<file path="config.mk">
export PLATFORM = sky130hd
export DESIGN_NAME = synthetic_delay_logic
export DESIGN_NICKNAME = d
export VERILOG_FILES = /design/src/rtl/synthetic_delay_logic.sv
export SDC_FILE = /design/constraint.sdc
export NUM_CORES = 1
export LEC_CHECK = 0
export ABC_AREA = 1
export BUFFER_PORTS_ARGS = -buffer_cell sky130_fd_sc_hd__buf_4
export CORE_ASPECT_RATIO = 1.2
export CORE_MARGIN = 1.5
export CORE_UTILIZATION = 45
export DETAILED_ROUTE_END_ITERATION = 10
export PLACE_DENSITY = 0.71
export SYNTH_ARGS = -nofsm -noshare
export SYNTH_HDL_FRONTEND = slang
export SYNTH_SLANG_ARGS = --single-unit
</file>
<file path="constraint.sdc">
create_clock -name clk -period 1.35 [get_ports clk]
set_input_delay 0.135 -clock clk [delete_from_list [all_inputs] [get_ports clk]]
set_output_delay 0.135 -clock clk [all_outputs]
set_load 0.05 [all_outputs]
</file>
<file path="src/rtl/synthetic_delay_logic.sv">
// synthetic_delay_logic: y = ~b & (a | ~c) built from three minterms,
// plus an enabled DEPTH-stage delay line with fill flag and toggle count.
module synthetic_delay_logic #(
  parameter int DEPTH = 2,
  parameter int CNT_W = 8
) (
  input  logic             clk,
  input  logic             rst_n,
  input  logic             a,
  input  logic             b,
  input  logic             c,
  input  logic             en,
  output logic             y,
  output logic [2:0]       terms,
  output logic             y_dly,
  output logic             dly_valid,
  output logic [CNT_W-1:0] toggle_cnt
);

  localparam int FW = $clog2(DEPTH + 1);
  localparam logic [FW-1:0] FULL = FW'(DEPTH);
  localparam logic [CNT_W-1:0] CMAX = '1;

  logic             n1;
  logic             n2;
  logic             n3;
  logic [1:0]       sync_q;
  logic             adv;
  logic [DEPTH-1:0] stage_q;
  logic [DEPTH-1:0] stage_d;
  logic [FW-1:0]    fill_q;
  logic [FW-1:0]    fill_d;
  logic [CNT_W-1:0] cnt_q;
  logic [CNT_W-1:0] cnt_d;

  assign n1    = ~a & ~b & ~c;
  assign n2    =  a & ~b & ~c;
  assign n3    =  a & ~b &  c;
  assign terms = {n3, n2, n1};
  assign y     = n1 | n2 | n3;

  // Assert immediately, release only after two clean clock edges
  always_ff @(posedge clk or negedge rst_n) begin
    if (!rst_n) sync_q <= '0;
    else        sync_q <= {sync_q[0], 1'b1};
  end

  assign adv = en & sync_q[1];

  // Shift, fill and saturating toggle count for one enabled edge
  always_comb begin
    stage_d = stage_q;
    fill_d  = fill_q;
    cnt_d   = cnt_q;
    if (adv) begin
      stage_d[0] = y;
      for (int i = 1; i < DEPTH; i++) begin
        stage_d[i] = stage_q[i-1];
      end
      if (fill_q != FULL) begin
        fill_d = fill_q + FW'(1);
      end
      if ((stage_d[DEPTH-1] != stage_q[DEPTH-1]) &&
          (cnt_q != CMAX)) begin
        cnt_d = cnt_q + CNT_W'(1);
      end
    end
  end

  // Delay-line state; reset discards every in-flight sample
  always_ff @(posedge clk or negedge rst_n) begin
    if (!rst_n) begin
      stage_q <= '0;
      fill_q  <= '0;
      cnt_q   <= '0;
    end else begin
      stage_q <= stage_d;
      fill_q  <= fill_d;
      cnt_q   <= cnt_d;
    end
  end

  assign y_dly      = stage_q[DEPTH-1];
  assign dly_valid  = (fill_q == FULL);
  assign toggle_cnt = cnt_q;

endmodule

</file>
* Yosys cells after proc, flatten, opt, wreduce, memory -nomap -nowiden
Index checks and enable logic that the tools add are counted.
Widths: inputs -> output; s select.
** Cells by class
- Multiply operators :: 0
- Muxes and demuxes :: 0
- Order comparisons :: 0
- Reductions and logical operators :: 3
- Add/sub/neg operators :: 2
- Bitwise operators :: 11
- Divide/modulo/power cells :: 0
- Eq/ne operators :: 4
- Shift-type cells :: 0
** Operators by type and width (number)
- $add 8x1->8 const B :: 1
- $ne 8x8->1 const B :: 1
- $and 1x1->1 :: 6
- $reduce_and 2->1 :: 2
- $not 1->1 :: 3
- $add 2x1->2 const B :: 1
- $eq 2x2->1 const B :: 1
- $ne 2x2->1 const B :: 1
- $or 1x1->1 :: 2
- $logic_and 1x1->1 :: 1
- $ne 1x1->1 :: 1
** Storage, ports and cells
- Input port bits :: 6
- Bits in registers :: 14
- Output and inout port bits :: 14
- Latch bits :: 0
- Bits in read-only memories :: 0
- RAM bits :: 0
- Memories kept :: 0

* Depth between registers and ports, before layout
- Word-level depth :: 5
- Gate-level depth with buffers :: 8

* Least setup slack after synthesis
OpenSTA, ideal clock, no wires.
- Path type :: reg-to-reg
- Start :: register cnt_q[0] (netlist: toggle_cnt[0])
- End :: register cnt_q[2] (netlist: toggle_cnt[2])
- Cell stages (with the launch flop) :: 9
- Buffers on the path :: 0
- Setup time :: 0.118 ns
- Data arrival time :: 1.526 ns
- Data required time :: 1.232 ns
- Slack :: -0.294 ns
- Cells stage by stage :: dfrtp_1 ha_1 nand2_1 nor2_2 nand2_1 nand2_2 nor2_2 nand2_1 nand2_1
** On the way
- Cells in the longest elaborated chain, start to end :: 3
- Elaborated cells on any way between the ends :: 4
- Classes of those cells :: add/sub (1); eq/ne (1); reduce/logical (2)
** RTL lines
- start: declaration :: line 33 : logic [CNT_W-1:0] cnt_q;
- start signal: assignment :: line 79 : cnt_q <= cnt_d;
- parallel branches: the longest is 3 deep, another holds $add 8x1->8
Parallel ways; which one is timed is not known.
A chain may end at the register's enable or synchronous reset.

* Worst setup path after layout
- Start :: register fill_q[0]
- End :: output port dly_valid
** On the way
- Cells in the longest elaborated chain, start to end :: 1
** RTL lines
- start: declaration :: line 31 : logic [FW-1:0] fill_q;
- start signal: assignment :: line 78 : fill_q <= fill_d;
- $eq 2x2->1 :: line 84 : assign dly_valid = (fill_q == FULL);
- end: declaration :: line 16 : output logic dly_valid,
No other way between the ends.

==> summary.md <==
| Metric | Value |
|---|---|
| Outcome | `complete, no violations` |
| Die area | `0.00195 mm2` |
| FF/Latch Area | `roughly 360 um2` |
| Psw | `748 uW` |
| HP Class | `in -> reg` |
| H-tree depth | `1` |
| Power Total | `roughly 1.7 mW` |
| Remaining DRCs | `0` |
| Core Util, Final | `63.2%` |
| Crit Path Category | `reg -> out` |
| Starting Density | `47.7%` |
| TNS Setup | `0 ps` |
| Design area | `between 0.001 and 0.0015 mm2` |
| Congestion Overflow GR | `0` |
| F_max | `0.791 GHz` |
| Core area | `~0.0016 mm2` |
| Mean Syn Cell Area | `just under 8 um2` |
| Area leader, netlist | `dfrtp_1` |
| Ordered cell list for the critical path | `inv_1 -> ha_1 -> buf_4` |
| R2R setup slack | `roughly 86 ps` |
| CP Max Fanout | `2` |
| CTS tree | `built` |
| Register area share after synthesis | `between 40 and 50%` |
| Initial DRC Count | `2` |
| Number of clock sinks | `14` |
| # rows | `16` |
| Max_cap viols | `0` |
| Sw frac | `44.4%` |
| Fillers | `~150` |
| First-pass GRT wire length | `approximately 2300 um` |
| GP Congestion | `~0.71` |
| Port bufs | `19` |
| Worst VDD drop | `around 0.0015 V` |
| CP startpoint kind | `flop` |
| Slowest-stage cell, CP | `dfrtp_1` |
| Pin count of the biggest net entering global routing | `15` |
| Routed vias/inst | `4.90` |
| Dominant cells by area after synthesis | `dfrtp_1 (46%), nand2_1 (16%), inv_1 (5.4%)` |
| Clk pin slew, worst setup/hold paths | `roughly 90 ps` |
| RSZ-0062 raised after global routing | `false` |
| Internal Power | `about 940 uW` |
| Synthesis-to-layout area growth | `32.6%` |
| Worst Path Arrival | `around 1100 ps` |
| Comb pwr share | `43.9%` |
| DIE WIDTH | `roughly 40 um` |
| Nets | `approximately 130` |
| IO Pins | `20` |
| Clock Path Buffers | `2` |
| Area of the multi-input gates | `between 300 and 400 um2` |
| Fin crit share | `between 90% and 100%` |
| Post-synth cell types | `19` |
| Total CTS buffers | `3` |
| Initial antenna violation count | `0` |
| Vias in the first global route | `590` |
| Vias | `around 670` |
| Endpoints failing hold | `0` |
| Syn Nets | `approximately 100` |
| CP Capture Type | `output pin` |
| Clock power share | `~18%` |
| Number of synthesis warnings | `0` |
| Syn Std Cell Area | `between 700 and 800 um2` |
| Seq cells post-synth | `14` |
| Routed WL | `1520 um` |
| Yosys top cell area share | `between 40% and 50%` |
| Fraction of layout cells with a size suffix above 1 | `about 34%` |
| Chip height | `around 48 um` |
| Clk_lat worst skew | `around 290 ps` |
| Minimum clock period | `around 1300 ps` |
| Total Routing Usage GR | `18.1%` |
| # diodes | `0` |
| Antenna Nets Post-Route | `0` |
| Final setup fails | `0` |
| P_leak | `approximately 0.53 nW` |
| Flop pwr share | `between 30% and 40%` |
| Crit path largest cell delay | `around 400 ps` |
| Placed Area | `approximately 950 um2` |
| Mapped Cells | `96` |
| Sum of net half-perimeters after detailed placement | `approximately 1100 um` |
| Power Density | `about 1700 mW/mm2` |
| Routed WL per cell | `around 11 um` |
| Clock skew | `a little under 3 ps` |
| Fin. max-slew vios | `0` |
| Worst Path Required | `1220 ps` |
| Root buffer cell | `clkbuf_4` |
| First-pass DRT Iterations | `2` |
[timing repair]
| action | in CTS | in global routing |
|---|---|---|
| endpoints found under the hold margin | 14 | 0 |
| endpoints found under the setup margin | 0 | 5 |
| gates resized for setup | 0 | 2 |
| setup buffers | 0 | 0 |
| hold buffers | 1 | 0 |
[final timing paths]
kind	to	cells past startpoint	from
min in group asynchronous	toggle_cnt[7]	2	rst_n
min reg2reg	sync_q[1]	0	sync_q[0]
max	dly_valid	3	fill_q[0]
min	stage_q[0]	4	b
max in group asynchronous	toggle_cnt[2]	2	rst_n
max reg2reg	toggle_cnt[0]	7	toggle_cnt[0]
[flip-flops by register name, summed over array words and instances (netlist names)]
register,flops
sync_q,2
fill_q,2
stage_q,2
toggle_cnt,8
[cells by family after synthesis]
logic type / synth area share, %
other cells: 0.491
flops: 45.9
xor+xnor: 6.72
buf+inv: 8.36
fa+ha+maj: 3.28
compound gates: 2.62
simple gates: 32.6
[through the flow]
step,worst slack (ps),hold WS [ps],cells
after global placement,85.0,-3.35,131
after global routing,16.1,179,136
after detailed placement,86.4,-2.49,131
after floorplan,2.86,-161,96
after CTS,55.1,146,136
final,85.7,140,136
[power groups by stage]
stage	Sequential (mW)	Clock [mW]	Combinational (mW)
6_report	0.635	0.310	0.739
4_1_cts	0.631	0.316	0.734
2_1_floorplan	0.820	0	0.340
3_5_place_dp	0.639	0	0.731
5_1_grt	0.653	0.336	0.807
3_3_place_gp	0.637	0	0.716
[layout by cell type, fill, tap and decap left out, types with 2 or more instances in the layout]
master,count
inv_1,11
o21ai_0,2
buf_4,20
xor2_1,4
clkbuf_4,3
nor2_4,2
dfrtp_1,7
nand2_2,2
nor2_1,8
a21oi_1,2
nand4_1,4
nand3_1,4
nand2_1,31
dfrtp_2,7
[critical path: cells and delay by family (launching register included)]
family                     cells  cell delay (ps)
buffers and inverters          2              270
DFF                            1              400
adders and majority gates      1              170
[synth_stat cells, drive strengths merged]
| cell type | n |
|---|---|
| nand4 | 4 |
| buf | 3 |
| conb | 1 |
| nor3b | 1 |
| dfrtp | 14 |
| or2 | 1 |
| a21oi | 2 |
| ha | 2 |
| xor2 | 5 |
| inv | 11 |
| nor2 | 10 |
| nand3b | 1 |
| nand2 | 34 |
| o21ai | 2 |
| nand3 | 5 |
[per-layer routing]
metal  routed length (um)  track usage (%)  part of all wire, %  vias to the layer above
met2                  814             31.7                   54                       11
met5                    0                0                    0                        -
met1                  621             19.6                   41                      316
li1                     -                -                    -                      336
met3                   52             5.48                  3.4                        4
met4                   29             8.00                  1.9                        0
[cell type report]
type | instances | area share (%)
Timing Repair Buffer | 21 | 15.8
Clock buffer | 4 | 3.58
Multi-Input combinational cell | 68 | 38.8
Tap cell | 18 | 2.22
Inverter | 11 | 4.08
Sequential cell | 14 | 35.5
(Power assumes the default switching activity.)
